**config.mk**
```make
export PLATFORM = sky130hd
export DESIGN_NAME = multibyte_add_sequencer
export DESIGN_NICKNAME = d
export VERILOG_FILES = /design/src/rtl/multibyte_add_sequencer.sv
export SDC_FILE = /design/constraint.sdc
export NUM_CORES = 1
export LEC_CHECK = 0
export CAP_MARGIN = 10
export CELL_PAD_IN_SITES_DETAIL_PLACEMENT = 0
export CELL_PAD_IN_SITES_GLOBAL_PLACEMENT = 1
export CORE_ASPECT_RATIO = 0.6
export CORE_MARGIN = 2
export CORE_UTILIZATION = 37
export DETAILED_ROUTE_END_ITERATION = 12
export GPL_TIMING_DRIVEN = 0
export PLACE_DENSITY_LB_ADDON = 0.05
export SLEW_MARGIN = 20
export SYNTH_ARGS = -nofsm -noshare
export SYNTH_HDL_FRONTEND = slang
export SYNTH_SLANG_ARGS = --single-unit
```
**constraint.sdc**
```tcl
create_clock -name clk -period 3.5 [get_ports clk]
set_input_delay 0.875 -clock clk [delete_from_list [all_inputs] [get_ports clk]]
set_output_delay 0.875 -clock clk [all_outputs]
set_load 0.1 [all_outputs]
```
**src/rtl/multibyte_add_sequencer.sv**
```systemverilog
// Byte-serial multi-precision adder: one shared 8-bit adder is stepped over
// the latched operands, least significant byte first, with a carry register
// chaining the byte carries. Produces sum, carry-out and a one-cycle done.
// Optional feature macro: SIGNED_OVF_EN adds a registered two's-complement
// overflow output (ovf) that updates together with cout.
module multibyte_add_sequencer #(
  parameter int NBYTES = 4
) (
  input  logic                  clk,
  input  logic                  rst,
  input  logic                  start,
  input  logic [8*NBYTES-1:0]   a,
  input  logic [8*NBYTES-1:0]   b,
  input  logic                  cin,
  output logic                  busy,
  output logic                  done,
  output logic [8*NBYTES-1:0]   sum,
`ifdef SIGNED_OVF_EN
  output logic                  ovf,
`endif
  output logic                  cout
);

  localparam int W  = 8 * NBYTES;
  localparam int IW = $clog2(NBYTES);
  localparam logic [IW-1:0] LAST_IDX = IW'(NBYTES - 1);

  typedef enum logic [1:0] {
    IDLE = 2'd0,
    ADD  = 2'd1,
    DONE = 2'd2
  } state_t;

  state_t        state_q, state_d;
  logic [W-1:0]  opa_q, opa_d;
  logic [W-1:0]  opb_q, opb_d;
  logic [W-1:0]  sum_q, sum_d;
  logic [IW-1:0] idx_q, idx_d;
  logic          carry_q, carry_d;
  logic          cout_q, cout_d;
  logic          ovf_q, ovf_d;
  logic [8:0]    byte_sum;

  // State and datapath registers; reset abandons any operation in flight.
  always_ff @(posedge clk) begin
    if (rst) begin
      state_q <= IDLE;
      opa_q   <= '0;
      opb_q   <= '0;
      sum_q   <= '0;
      idx_q   <= '0;
      carry_q <= 1'b0;
      cout_q  <= 1'b0;
      ovf_q   <= 1'b0;
    end else begin
      state_q <= state_d;
      opa_q   <= opa_d;
      opb_q   <= opb_d;
      sum_q   <= sum_d;
      idx_q   <= idx_d;
      carry_q <= carry_d;
      cout_q  <= cout_d;
      ovf_q   <= ovf_d;
    end
  end

  // Next-state logic: the shared 8-bit adder works on the byte selected by idx_q.
  always_comb begin
    state_d  = state_q;
    opa_d    = opa_q;
    opb_d    = opb_q;
    sum_d    = sum_q;
    idx_d    = idx_q;
    carry_d  = carry_q;
    cout_d   = cout_q;
    ovf_d    = ovf_q;
    byte_sum = {1'b0, opa_q[8*idx_q +: 8]} + {1'b0, opb_q[8*idx_q +: 8]} + {8'd0, carry_q};
    unique case (state_q)
      IDLE: begin
        if (start) begin
          opa_d   = a;
          opb_d   = b;
          carry_d = cin;
          idx_d   = '0;
          sum_d   = '0;
          state_d = ADD;
        end
      end
      ADD: begin
        sum_d[8*idx_q +: 8] = byte_sum[7:0];
        carry_d             = byte_sum[8];
        idx_d               = idx_q + 1'b1;
        if (idx_q == LAST_IDX) begin
          cout_d  = byte_sum[8];
          // Overflow: operands agree in sign but the final sum does not.
          ovf_d   = (opa_q[W-1] == opb_q[W-1]) && (sum_d[W-1] != opa_q[W-1]);
          state_d = DONE;
        end
      end
      DONE: begin
        state_d = IDLE;
      end
      default: begin
        state_d = IDLE;
      end
    endcase
  end

  assign busy = (state_q != IDLE);
  assign done = (state_q == DONE);
  assign sum  = sum_q;
  assign cout = cout_q;
`ifdef SIGNED_OVF_EN
  assign ovf  = ovf_q;
`else
  // Overflow tracking is not exported in this build.
  logic unused_ovf;
  assign unused_ovf = ovf_q;
`endif

endmodule

```
# == Word-level counts from Yosys, hierarchy flattened ==
# Index checks and enable logic that the tools add are counted.
# Widths: inputs -> output; s select.
# classes
add_sub_neg,4
eq_ne,5
shift,4
muxes,10
reduce_logical,7
# ops
op,count
$pmux 32 s2,1
$shiftx 32x6->8,2
$neg 5->34,1
$shift 8x34->32 const A,1
$shiftx 8x34->32,1
$bwmux 32,1
$mux 32,1
$add 8x8->9,1
$add 9x1->9,1
$pmux 2 s2,2
$reduce_and 2->1,4
$mux 2,3
$eq 2x2->1 const B,2
$ne 2x2->1 const B,2
$reduce_bool 2->1,2
$add 2x1->2 const B,1
$eq 2x1->1 const B,1
$logic_not 2->1,1
$pmux 1 s2,1
$mux 1,1
# word_totals
out_inout_bits,35
wordCells,37
reg_bits,102

# == Depth between registers and ports, before layout ==
# Gate-level depths: netlist of the first run.
# logic_depth
word_depth,6
ltp_mapped,9
mapped_depth_nobuf,8

# == Least setup slack after synthesis of the first run ==
# Ideal clock, no wire load.
# synth_path
path_type,register -> register
start,reg idx_q[0]
end,reg sum_q[20] (netlist: sum[20])
setup_time_ns,0.136
path_buffers,1
path_stages_with_launch,10
slack_ns,0.675
required_ns,3.364
t_arrival_ns,2.689
path_cell_list,dfxtp_1 > buf_4 > mux4_2 > fa_1 > inv_1 > fa_1 > nor2b_4 > o21a_1 > nor3_1 > o41ai_1
# synth_via
elab_chain_cells,6
elab_cells_between_ends,9
# synth_rtl
element,line,source
"start, declared",38,"logic [IW-1:0] idx_q, idx_d;"
"start signal, assigned",60,idx_q <= idx_d;
$shiftx 32x6->8,77,"byte_sum = {1'b0, opa_q[8*idx_q +: 8]} + {1'b0, opb_q[8*idx_q +: 8]} + {8'd0, carry_q};"
$add 8x8->9,77,
$add 9x1->9,77,
$shiftx 8x34->32,90,sum_d[8*idx_q +: 8] = byte_sum[7:0];
$bwmux 32 (*),90,
$pmux 32 s2 (*),78,unique case (state_q)
"end signal, assigned",59,sum_q <= sum_d;
"end, declared",37,"logic [W-1:0] sum_q, sum_d;"
# Every way passes the cells marked *; elsewhere a longest branch is shown, timed or not.
# A chain may end at the register's enable or synchronous reset.

# == Worst setup path in the final report of the first run ==
# layout_path
start,reg idx_q[0]
end,reg sum_q[14] (netlist: sum[14])
# The elaborated chain is that of the path after synthesis.

==> results of run 1 <==
[layout by cell type (no fill, tap or decap), types with 3 or more instances in the layout]
cell type / instances
nand2_1: 140
clkdlybuf4s50_1: 102
a22oi_1: 13
nor2_1: 21
buf_2: 11
dfxtp_1: 102
a22o_1: 17
clkbuf_16: 9
mux2_2: 4
a21o_1: 3
inv_1: 11
a21oi_1: 74
mux4_2: 16
o211ai_1: 3
buf_4: 3
nand3_1: 3
clkbuf_1: 15
ha_1: 11
bufinv_16: 3
nor2b_1: 4
[routing by layer]
metal,GRT usage [%],up-vias
met5,0,-
met4,6.09,0
met3,5.41,6
met2,32.1,108
met1,30.9,1891
li1,-,1953
[kinds of logic (layout without fill, tap and decap cells)]
group                      count (synthesis)  in the layout  synth area share (%)
buffers and inverters                     41            159                  4.15
AOI/OAI and AO/OA                        129            129                  18.6
and+or+nand+nor                          185            185                  18.2
adders and majority gates                 13             13                  3.96
xor gates and xnor gates                   3              3                 0.585
muxes                                     20             20                  9.03
DFF                                      102            102                  45.5
[tightest hold or removal path, cell delays in order, from the launching register on]
cell,delay [ps]
dfxtp_1,310
nand2_1,50
a21oi_1,50
[power groups by stage]
| stage | clock network [mW] | logic [mW] | registers [mW] |
|---|---|---|---|
| after floorplan | 0 | 0.264 | 1.28 |
| after global placement | 0 | 0.466 | 1.27 |
| after detailed placement | 0 | 0.473 | 1.27 |
| after CTS | 1.21 | 0.475 | 1.24 |
| after global routing | 1.25 | 0.518 | 1.25 |
| final | 1.19 | 0.473 | 1.24 |
[stage by stage]
stage / instances / area [sq um]
floorplan: 493 / 4490
global placement: 760 / 5720
detailed placement: 760 / 5720
CTS: 776 / 6070
global route: 776 / 6070
finish: 776 / 6070
[registers in the layout, summed over array words and instances, names as in the netlist]
signal	cells
idx_q	2
opa_q	32
carry_q	1
cout	1
sum	32
opb_q	32
state_q	2
[cell type report]
type	count	area, sq um	share of cell area, %
Timing Repair Buffer	102	1020	16.8
Inverter	11	41.3	0.680
Multi-Input combinational cell	350	2260	37.2
Tap cell	165	206	3.40
Sequential cell	102	2040	33.6
Buffer	30	145	2.39
Clock buffer	10	239	3.93
Clock inverter	6	116	1.92
[how the worst max path moves through the flow]
stage,endpoint,from,cells after the start
3_5_place_dp,sum[14],idx_q[0],9
2_1_floorplan,sum[20],idx_q[0],9
3_3_place_gp,sum[14],idx_q[0],9
4_1_cts,sum[14],idx_q[0],9
6_report,sum[14],idx_q[0],9
5_1_grt,sum[20],idx_q[0],9
==> flow_metrics.py, run 1 <==
metrics = {
    "floorplanning": {
        "fp.dieW_microns": 146,
        "core_area_sq_um": 11900,
        "io_pins": 103,
        "die_y_microns": 89.3,
        "std_cell_rows": 31,
        "die_area_sq_um": 13100,
        "start_util_pct": 37.6,
    },
    "synthesis": {
        "synth-warning-count": 0,
        "synth_most_common_cell": "nand2_1",
        "seq_area_frac_synth_pct": 45.5,
        "mappedNetlistArea_sq_um": 4490,
        "synth_edf_count": 0,
        "syn_inst": 493,
        "ys_seq_elements": 102,
        "avgSynthCellArea_sq_um": 9.11,
        "synthFlopType": "dfxtp_1",
        "synth_area_leaders": "dfxtp_1 (45%), nand2_1 (12%), a21oi_1 (8.2%)",
        "synthArstFlopShare_pct": 0,
        "synth.distinct_cells": 48,
        "synth_top_cell_by_area": "dfxtp_1",
        "synth_top_area_share_pct": 45.5,
        "yosys-top-cells-count": "nand2_1 (140), dfxtp_1 (102), a21oi_1 (74)",
        "syn_nets": 574,
    },
    "timing": {
        "min_period_over_period_pct": 93.7,
        "final.setup.worst_slack_ps": 221,
        "worst_pin_slew_ps": 978,
        "finalHoldViolations": 0,
        "max_slew_margin_pct": 34.6,
        "timing.setup.tns_ps": 0,
        "rsz0062_at_grt": "no",
        "finalClockSkew_ps": 12.0,
        "setup_viol": 0,
        "hold_slack_ps": 457,
        "maxClockFrequency_mhz": 305,
        "final_max_slew_viol_count": 0,
        "min_period_ps": 3280,
    },
    "place": {
        "gp_congestion": 0.849,
        "hpwl_microns": 10300,
        "portBuffers": 102,
        "place_ws_ps": 232,
    },
    "worst_hold_path": {
        "min_path_cells": 2,
        "hp-class": "reg2reg",
        "min_to": "opa_q[31]",
        "hp-start": "opa_q[31]",
    },
    "drt": {
        "dr.max_layer_used": "met4",
        "wl_met3_microns": 890,
        "drt-wirelength-per-cell_microns": 17.4,
        "ant_nets": 0,
        "met1_length_microns": 6830,
        "drt_wl_total_microns": 13500,
        "met2_length_microns": 5670,
        "first_pass_iters": 5,
        "vias_per_cell": 5.10,
        "first_iter_violations": 307,
        "vias": 3958,
        "drc": 0,
    },
    "critical_path": {
        "cp_data_arrival_time_ps": 3570,
        "critPathSlowestCell": "dfxtp_1",
        "required_ps": 3800,
        "critPathMaxStageDelay_ps": 550,
        "crit_chain": "buf_4 > mux4_2 > fa_1 > inv_1 > fa_1 > nor2b_4 > o211a_1 > o211ai_1 > a22o_1",
        "worst_path_dominant_cell_family": "compound AO/OA/AOI/OAI gates",
        "rrSetupSlack_ps": 220,
        "cp-start-kind": "register",
        "path_buf_inv": 2,
        "worstPathMaxFanout": 10,
        "r2r_start": "idx_q[0]",
        "cp-end-kind": "register",
        "reg2regPathDepth": 9,
        "crit_top_cell": "fa_1",
        "critPathKind": "reg2reg",
        "reg2reg_to": "sum[14]",
    },
    "power": {
        "irDropWorstVdd_mv": 0.224,
        "fin_total_pwr_mw": 2.90,
        "p_seq_share_pct": 42.8,
        "sw_frac_of_total_pct": 26.4,
        "cellPowerDensity_nw_per_um2": 478,
        "p_clk_share_pct": 40.9,
        "p_leak_nw": 2.30,
        "internal_power_mw": 2.14,
        "switching_power_uw": 767,
        "p_comb_share_pct": 16.3,
    },
    "clock_network": {
        "clk_path_buf_depth": 2,
        "cts_tree": "done",
        "path_clk_slew_ps": 70,
        "cts_root_buffer": "clkbuf_16",
        "cts.hold.buffers_added": 0,
        "numCtsBuffers": 9,
        "clk_latency_ps": 350,
        "cts_resized": 0,
        "cts_num_sinks": 102,
        "postCtsSetupRepairBufs": 0,
        "htreeDepth": 3,
    },
    "final_layout": {
        "nets": 687,
        "syn2layout_area_growth_pct": 35.2,
        "antenna_cells": 0,
        "post-route-util_pct": 50.8,
        "nFillCells": 1171,
        "drive_above_1_share_pct": 10.5,
    },
    "global_route": {
        "grt_max_degree": 18,
        "antenna_found_initial": 0,
        "grt_pass1_wl_microns": 21200,
        "grt-ovfl-total": 0,
        "grt_pass1_vias": 3888,
        "track_usage_pct": 21.5,
    },
    "outcome": {
        "status": "finished, final reports clean",
    },
    "run": {
        "max_cap_viol_count": 0,
    },
}
Power figures use the tool's default switching activity.
==> run 2: changes to the inputs <==
Settings changed: CELL_PAD_IN_SITES_DETAIL_PLACEMENT 0 to 2, CELL_PAD_IN_SITES_GLOBAL_PLACEMENT 1 to 2, CORE_UTILIZATION 37 to 30, GPL_ROUTABILITY_DRIVEN from default to 0, GPL_TIMING_DRIVEN 0 to default.
==> run 2 against run 1 <==
Final cell count rose by 1.4%; sequential share of layout area rose by 0.93 points; highest routed layer unchanged; via count is 0.56% lower; critical endpoint is now sum[20]; flip-flop and latch count is the same; die area increased by 22%; clock skew decreased by 1.5 ps; first-iteration DRC count decreased by 40%; largest power group unchanged; non-clock buffer count fell by 22; core utilization shrank 10 points; worst setup slack better by 310 ps; hold slack improved by 5.8 ps; critical path type unchanged.
==> flow_metrics.py, run 2 (same netlist as run 1, synthesis figures left out) <==
metrics = {
    "floorplanning": {
        "io_pins": 103,
        "std_cell_rows": 34,
        "die_area_sq_um": 16000,
        "start_util_pct": 30.9,
        "core_area_sq_um": 14500,
        "fp.dieW_microns": 162,
        "die_y_microns": 98.8,
    },
    "worst_hold_path": {
        "hp-class": "reg2reg",
    },
    "power": {
        "internal_power_mw": 1.97,
        "p_comb_share_pct": 16.6,
        "switching_power_uw": 790,
        "cellPowerDensity_nw_per_um2": 467,
        "p_leak_nw": 2.31,
        "sw_frac_of_total_pct": 28.6,
        "p_seq_share_pct": 45.4,
        "p_clk_share_pct": 37.9,
        "irDropWorstVdd_mv": 0.215,
    },
    "drt": {
        "first_iter_violations": 185,
        "first_pass_iters": 4,
        "vias": 3936,
        "drt_wl_total_microns": 14900,
        "drc": 0,
        "vias_per_cell": 5.00,
        "drt-wirelength-per-cell_microns": 18.9,
        "ant_nets": 0,
    },
    "critical_path": {
        "critPathMaxStageDelay_ps": 540,
        "cp_data_arrival_time_ps": 3190,
        "cp.depth": 9,
        "path_buf_inv": 2,
        "critPathSlowestCell": "mux4_2",
        "critPathKind": "reg2reg",
        "cp-end-kind": "register",
        "required_ps": 3720,
        "crit_chain": "buf_4 > mux4_2 > fa_1 > inv_1 > fa_1 > nor2b_4 > o21a_1 > o21a_1 > o41ai_1",
        "critPathLaunch": "idx_q[0]",
        "reg2regPathDepth": 9,
        "worst_path_dominant_cell_family": "compound AO/OA/AOI/OAI gates",
        "crit_end": "sum[20]",
        "cp-start-kind": "register",
        "rrSetupSlack_ps": 530,
        "worstPathMaxFanout": 8,
        "r2r_start": "idx_q[0]",
        "reg2reg_to": "sum[20]",
    },
    "place": {
        "place_ws_ps": 600,
        "place_area_sq_um": 5610,
        "dp_cells": 771,
        "hpwl_microns": 11200,
        "portBuffers": 102,
    },
    "global_route": {
        "grt_pass1_vias": 4274,
        "grt_pass1_wl_microns": 24000,
        "antenna_found_initial": 0,
        "grt_max_degree": 67,
        "track_usage_pct": 19.3,
        "grt-ovfl-total": 0,
    },
    "clock_network": {
        "htreeDepth": 3,
        "cts_root_buffer": "clkbuf_16",
        "clk_latency_ps": 350,
        "cts_resized": 0,
        "cts.hold.buffers_added": 0,
        "numCtsBuffers": 9,
        "cts_num_sinks": 102,
        "cts_tree": "done",
        "path_clk_slew_ps": 70,
        "clk_path_buf_depth": 2,
        "postCtsSetupRepairBufs": 0,
    },
    "timing": {
        "setup_viol": 0,
        "final.setup.worst_slack_ps": 527,
        "rsz0062_at_grt": "no",
        "max_slew_margin_pct": 53.2,
        "final_max_slew_viol_count": 0,
        "min_period_ps": 2970,
        "worst_pin_slew_ps": 703,
        "finalHoldViolations": 0,
        "hold_slack_ps": 463,
        "min_period_over_period_pct": 84.9,
        "maxClockFrequency_mhz": 336,
        "timing.setup.tns_ps": 0,
        "finalClockSkew_ps": 10.5,
    },
    "final_layout": {
        "mostFrequentLayoutCell": "nand2_1",
        "drive_above_1_share_pct": 16.0,
        "antenna_cells": 0,
        "most-common-layout-cells": "nand2_1 (140), dfxtp_1 (102), a21oi_1 (74)",
        "final_cells": 787,
        "nFillCells": 1618,
        "fin_area_sq_um": 5910,
        "syn2layout_area_growth_pct": 31.6,
        "nets": 665,
    },
    "outcome": {
        "status": "finished, final reports clean",
    },
    "run": {
        "max_cap_viol_count": 0,
    },
}
-- run 2: changes by cell type in the layout (fill, tap and decap cells not counted), sizes merged --
cell           change
buf               +29
bufinv             -2
clkbuf            -16
clkdlybuf4s50     -36
clkinv             +1
clkinvlp           +1
inv                +1
-- run 2: power by group through the flow --
stage	Clock, mW	Combinational (mW)	Sequential (mW)
finish	1.05	0.459	1.25
global route	1.12	0.503	1.26
CTS	1.08	0.461	1.25
detailed placement	0	0.459	1.28
global placement	0	0.448	1.28
floorplan	0	0.264	1.28
-- run 2: worst min-delay path by stage --
| stage | from | endpoint | slack (ps) | cells after the start |
|---|---|---|---|---|
| floorplan | opa_q[16] | opa_q[16] | 430 | 2 |
| detailed placement | opa_q[0] | opa_q[0] | 460 | 2 |
| finish | opa_q[19] | opa_q[19] | 460 | 2 |
| CTS | opa_q[1] | opa_q[1] | 470 | 2 |
| global placement | opa_q[23] | opa_q[23] | 440 | 2 |
| global route | opb_q[7] | opb_q[7] | 490 | 2 |
-- run 2: through the flow --
| step | util (%) | power, mW |
|---|---|---|
| 2_1_floorplan | - | 1.55 |
| 3_3_place_gp | 38.5 | 1.73 |
| 3_5_place_dp | 38.5 | 1.74 |
| 4_1_cts | 40.6 | 2.79 |
| 5_1_grt | 40.6 | 2.89 |
| 6_report | 40.6 | 2.76 |
-- run 2: worst register-to-register path, delay by kind of cell (launching register included) --
| kind | cells | cell delay [ps] |
|---|---|---|
| DFF | 1 | 360 |
| AOI/OAI and AO/OA | 3 | 850 |
| and+or+nand+nor | 1 | 70 |
| muxes | 1 | 540 |
| buffers and inverters | 2 | 320 |
| adders and majority gates | 2 | 700 |
-- run 2: area by class of cell --
| cell class | instances | area [sq um] | share of cell area [%] |
|---|---|---|---|
| multi-input cells | 350 | 2270 | 38.5 |
| flip-flops and latches | 102 | 2040 | 34.5 |
| repair buffers | 110 | 1000 | 16.9 |
| well taps | 198 | 248 | 4.19 |
| clock buffers | 9 | 225 | 3.81 |
| clock inverters | 7 | 80.1 | 1.35 |
| inverters | 11 | 41.3 | 0.699 |
-- run 2: metal layers --
layer	track usage [%]	wire length (microns)	up-vias	part of all wire, %
met2	27.8	6050	73	41
met4	3.47	108	0	0.73
met5	0	0	-	0
met1	29.8	8160	1946	55
met3	4.04	539	10	3.6
li1	-	-	1907	-
==> run 3: changes to the inputs <==
Clock period 3.5 ns to 3 ns, I/O delays scaled along.
==> run 3 against run 2 <==
Count of clock-buffer cells in the layout increased by 3; flip-flop and latch count unchanged; maximum frequency increased by 6.4%; critical path depth decreased by 2; clock power increased by 15%; sequential power increased by 17%; non-clock buffer count increased by 1; clock skew decreased by 3.8 ps.
==> flow_metrics.py, run 3 (same netlist as run 1, synthesis figures left out) <==
metrics = {
    "power": {
        "p_clk_share_pct": 37.6,
        "internal_power_mw": 2.34,
        "switching_power_uw": 882,
        "p_comb_share_pct": 17.1,
        "sw_frac_of_total_pct": 27.4,
        "irDropWorstVdd_mv": 0.230,
        "cellPowerDensity_nw_per_um2": 542,
        "p_leak_nw": 2.32,
        "p_seq_share_pct": 45.4,
    },
    "final_layout": {
        "nFillCells": 1598,
        "nets": 666,
        "post-route-util_pct": 40.9,
        "antenna_cells": 0,
        "most-common-layout-cells": "nand2_1 (140), dfxtp_1 (102), a21oi_1 (74)",
        "fin_area_sq_um": 5950,
        "syn2layout_area_growth_pct": 32.6,
        "drive_above_1_share_pct": 16.4,
        "mostFrequentLayoutCell": "nand2_1",
    },
    "outcome": {
        "status": "finished, final reports clean",
    },
    "clock_network": {
        "path_clk_slew_ps": 70,
        "clk_latency_ps": 350,
        "clk_path_buf_depth": 2,
        "cts_root_buffer": "clkbuf_16",
        "cts_tree": "done",
        "postCtsSetupRepairBufs": 0,
        "htreeDepth": 3,
        "cts_num_sinks": 102,
        "numCtsBuffers": 9,
    },
    "place": {
        "place_ws_ps": 161,
        "portBuffers": 102,
        "hpwl_microns": 11400,
        "place_area_sq_um": 5630,
    },
    "global_route": {
        "grt-ovfl-total": 0,
        "grt_max_degree": 67,
        "antenna_found_initial": 0,
        "track_usage_pct": 19.7,
        "grt_pass1_vias": 4368,
        "grt_pass1_wl_microns": 24200,
    },
    "critical_path": {
        "rrSetupSlack_ps": 200,
        "worstPathMaxFanout": 16,
        "cp-start-kind": "register",
        "cp_data_arrival_time_ps": 3040,
        "reg2reg_to": "sum[6]",
        "critPathLaunch": "idx_q[0]",
        "r2r_start": "idx_q[0]",
        "reg2regPathDepth": 7,
        "critPathKind": "reg2reg",
        "required_ps": 3240,
        "cp-end-kind": "register",
    },
    "timing": {
        "worst_pin_slew_ps": 634,
        "final_max_slew_viol_count": 0,
        "timing.setup.tns_ps": 0,
        "rsz0062_at_grt": "no",
        "min_period_over_period_pct": 93.2,
        "maxClockFrequency_mhz": 358,
        "setup_viol": 0,
        "min_period_ps": 2800,
        "finalHoldViolations": 0,
        "finalClockSkew_ps": 6.64,
        "max_slew_margin_pct": 57.4,
        "hold_slack_ps": 458,
        "final.setup.worst_slack_ps": 205,
    },
    "worst_hold_path": {
        "hp-start": "opa_q[21]",
        "min_path_cells": 2,
        "min_to": "opa_q[21]",
        "hp-class": "reg2reg",
    },
    "floorplanning": {
        "io_pins": 103,
        "die_y_microns": 98.8,
        "die_area_sq_um": 16000,
        "core_area_sq_um": 14500,
        "fp.dieW_microns": 162,
        "std_cell_rows": 34,
        "start_util_pct": 30.9,
    },
    "drt": {
        "ant_nets": 0,
        "first_pass_iters": 4,
        "drt-wirelength-per-cell_microns": 19.1,
        "drt_wl_total_microns": 15000,
        "vias_per_cell": 5.07,
        "first_iter_violations": 176,
        "vias": 3992,
        "drc": 0,
    },
    "run": {
        "max_cap_viol_count": 0,
    },
}
==> run 3: power by group through the flow <==
stage	registers [mW]	logic (mW)	clock network [mW]
after floorplan	1.50	0.308	0
after global placement	1.49	0.527	0
after detailed placement	1.49	0.546	0
after CTS	1.46	0.551	1.25
after global routing	1.47	0.601	1.30
final	1.46	0.550	1.21
==> run 3: cell type report <==
type / instances / area (sq um) / area share, %
clock inverter: 4 / 55.1 / 0.925
multi-input combinational: 350 / 2290 / 38.4
timing repair buffer: 111 / 1020 / 17.2
inverter: 11 / 41.3 / 0.694
tap: 198 / 248 / 4.16
sequential: 102 / 2040 / 34.3
clock buffer: 12 / 256 / 4.31
==> run 3: per-layer routing <==
layer	wire length, microns	global-route usage, %	share of wire (%)
met4	133	3.47	0.88
met1	7870	28.1	52
met3	472	4.21	3.1
met5	0	0	0
met2	6560	31.2	44
==> run 3: stage by stage <==
stage               std cells  power (mW)
floorplan                 493        1.81
global placement          772        2.02
detailed placement        772        2.04
CTS                       788        3.26
global route              788        3.37
finish                    788        3.22
==> run 3: what timing repair did <==
item / 4_1_cts / 5_1_grt
endpoints found under the setup margin: 0 / 16
hold buffers: 0 / 0
resized for setup: 0 / 4
==> run 3: worst max-delay path by stage <==
stage	endpoint	cells past startpoint
final	sum[6]	7
after global routing	sum[6]	7
after CTS	sum[6]	7
after detailed placement	sum[5]	7
after global placement	sum[7]	7
after floorplan	sum[20]	9
==> run 3: worst max-delay path, cell delays in order (launching register included) <==
cell,delay (ps)
dfxtp_1,430
buf_6,240
mux4_2,580
ha_1,400
nor2b_1,200
a221oi_1,330
o211ai_1,250
a22o_1,260
==> variant 1 (flow settings as in run 3) <==
Add a define of `SIGNED_OVF_EN`.
--- a/src/rtl/multibyte_add_sequencer.sv
+++ b/src/rtl/multibyte_add_sequencer.sv
@@ -5,2 +5,4 @@
 // overflow output (ovf) that updates together with cout.
+`define SIGNED_OVF_EN
+
 module multibyte_add_sequencer #(
Behaviour (old outputs only; new: ovf): unchanged (equiv_simple and equiv_induct, registers matched by name and starting in step).
==> variant 1 against run 3 <==
  * Design area down 2.2%
  * Clock power down 3%
  * Wire length up 0.45%
  * Combinational power down 2%
  * Power down 1.4%
  * Global-route usage up 0.26 points
  * Worst setup slack worse by 0.0063 ns
  * Sequential cell count up 1
  * Synthesized area down 3.8%
  * Clock skew about the same
  * Highest routed layer unchanged
==> variant 1: results (changes against run 3) <==
logic_synthesis:
  synthTopCellsByCount: "134 x nand2_1, 103 x dfxtp_1, 72 x a21oi_1"  # was 140 x nand2_1, 102 x dfxtp_1, 74 x a21oi_1
  synth_nets: 576  # was 574
  synthCells: 495  # was 493
  synth_cell_type_count: 34  # was 48
  yosysSeqAreaShare_pct: 47.7  # was 45.5%
  syn_area_um2: 4320  # was 4490 um^2
power_and_ir_drop:
  clk-power_uw: 1170  # was 1210 uW
  p_per_area_nw_per_um2: 546  # was 542 nW/um^2
  pg_comb_uw: 541  # was 550 uW
  finalPower_uw: 3180  # was 3220 uW
cells_and_area:
  final-nonclk-buf-share_pct: 18.8  # was 17.2%
  drive_gt1_share_pct: 15.6  # was 16.4%
  design.seq.count: 103  # was 102
  nets: 673  # was 666
  clkbuf_count: 11  # was 12
  multi_input_area_um2: 2090  # was 2290 um^2
setup_path:
  r2r-end: "ovf"  # was sum[6]
placed_design:
  dp.final_hpwl_um: 11400  # about the same
  placed_cell_area_um2: 5520  # was 5630 um^2
  port_buffers: 103  # was 102
timing:
  whs_ns: 0.459  # was 0.458 ns
  fin_ws_ns: 0.198  # was 0.205 ns
  max-slew-margin-rel_pct: 44.2  # was 57.4%
status:
  status: "finished, final reports clean"  # unchanged
grt:
  grt_max_degree: 66  # was 67
  grt_pass1_wl_um: 23900  # was 24,200 um
routing:
  drt_iter0_drc: 221  # was 176
variant 1: cell count changes after synthesis, moves of 3 or more:
cell,delta
nor2_1,+24
a22o_1,-17
nand2_1,-6
o211ai_1,-3
a22oi_1,+16
a32o_1,+4
clkbuf_1,+5
mux2_2,-4
buf_4,-3
variant 1: per-layer routing:
metal	vias to the layer above	GRT usage [%]	share of wire (%)
met4	0	3.57	0.71
met2	91	29.5	42
met3	11	4.63	5.1
li1	1882	-	-
met1	1992	29.8	52
met5	-	0	0
variant 1: cell families (layout without fill, tap and decap cells):
family / after synthesis / in the layout / share of synthesized area (%)
buffers and inverters: 44 / 146 / 4.14
AND/OR/NAND/NOR: 194 / 194 / 17.8
multiplexers: 16 / 16 / 8.34
flip-flops: 103 / 103 / 47.7
XOR/XNOR: 4 / 4 / 0.811
AO/OA/AOI/OAI: 121 / 121 / 17.1
adder cells (fa/ha/maj): 13 / 13 / 4.11
==> variant 2 (settings of run 3) <==
Made on the original files. Make the reset (`rst`) asynchronous in one clocked block.
--- a/src/rtl/multibyte_add_sequencer.sv
+++ b/src/rtl/multibyte_add_sequencer.sv
@@ -44,3 +44,3 @@
   // State and datapath registers; reset abandons any operation in flight.
-  always_ff @(posedge clk) begin
+  always_ff @(posedge clk or posedge rst) begin
     if (rst) begin
Behaviour: differs if rst is asserted again (counterexample within 4 cycles, from zero or initial values and one cycle with rst high); with rst held inactive, the same outputs for 10 cycles.
==> variant 2 against run 3 <==
  * Design area rose by 4.5%
  * Sequential share of layout area rose by 6.8 points
  * Sequential cell count did not move
  * Synthesized area rose by 4.1%
  * Wire length fell by 8.4%
  * Worst setup slack got worse by 0.068 ns
  * First-iteration DRC count fell by 20%
Power is not shown: default switching activity piles up to over one toggle a cycle in this logic, so the estimate is an artifact.
==> variant 2: results (changes against run 3) <==
logic_synthesis:
  synth_compound_area_share_pct: 10.1  # was 18.6%
  synth_cell_type_count: 42  # was 48
  synth_nets: 393  # was 574
  synthTopCellsByCount: "102 x dfrtp_1, 64 x mux2_2, 29 x a22o_1"  # was 140 x nand2_1, 102 x dfxtp_1, 74 x a21oi_1
  synthAdderAreaFrac_pct: 3.80  # was 3.96%
  async_flop_share_pct: 100  # was 0%
  avgSynthCellArea_um2: 15.0  # was 9.11 um^2
  synth_area_leaders: "dfrtp_1 55%, mux2_2 15%, mux4_2 7.7%, a22o_1 5.4%, ha_1 2.9%"  # was dfxtp_1 45%, nand2_1 12%, a21oi_1 8.2%, mux4_2 8.0%, a22o_1 3.3%
  yosysSeqAreaShare_pct: 54.6  # was 45.5%
  synth-xor-area-share_pct: 0.937  # was 0.585%
timing:
  max-slew-margin-rel_pct: 46.0  # was 57.4%
  fin_worst_skew_ns: 0.00777  # was 0.00664 ns
grt:
  met1_usage_pct: 29.0  # was 28.1%
  grt_pass1_vias: 3453  # was 4,368
  grt_util_met3_pct: 4.32  # was 4.21%
  grt_usage_pct: 17.9  # was 19.7%
  gr-usage-met2_pct: 23.9  # was 31.2%
cells_and_area:
  multi_input_area_um2: 1970  # was 2290 um^2
  final_cells: 631  # was 788
  drive_gt1_share_pct: 38.6  # was 16.4%
  nets: 504  # was 666
setup_path:
  path_max_fanout: 4  # was 16
  crit_arrival_ns: 3.10  # was 3.04 ns
  worstRegToRegCells: 9  # was 7
placed_design:
  dp.cells: 615  # was 772
  placed_cell_area_um2: 5900  # was 5630 um^2
  place_ws_ns: 0.0473  # was 0.161 ns
routing:
  viasPerCell: 4.87  # was 5.07
  wl_met1_um: 7560  # was 7870 um
  wire_per_inst_um: 21.8  # was 19.1 um
  wl_met3_um: 641  # was 472 um
status:
  status: "finished, final reports clean"  # unchanged
min_path:
  hold_path_depth: 1  # was 2
variant 2: changes by cell type after synthesis, sizes merged, moves of 3 or more:
cell | before | now
nand2 | 140 | 12
dfrtp | 0 | 102
dfxtp | 102 | 0
a21oi | 76 | 9
mux2 | 4 | 64
nor2 | 21 | 3
clkbuf | 15 | 0
a22o | 17 | 29
a22oi | 13 | 1
o21ai | 3 | 10
o41ai | 4 | 0
nand3 | 3 | 0
nor2b | 5 | 2
variant 2: final cells by class:
type | count | share of cell area, %
clock inverter | 6 | 1.11
multi-input combinational | 183 | 31.7
sequential | 102 | 41.1
inverter | 12 | 0.785
clock buffer | 10 | 3.84
tap | 203 | 4.08
timing repair buffer | 115 | 17.4
variant 2: final timing paths:
check	start	to	slack [ns]
min	opa_q[21]	opa_q[21]	0.50
max	idx_q[0]	sum[22]	0.14
min in group asynchronous	rst	opb_q[11]	0.90
min reg2reg	opa_q[21]	opa_q[21]	0.50
max reg2reg	idx_q[0]	sum[22]	0.14
max in group asynchronous	rst	sum[21]	1.45
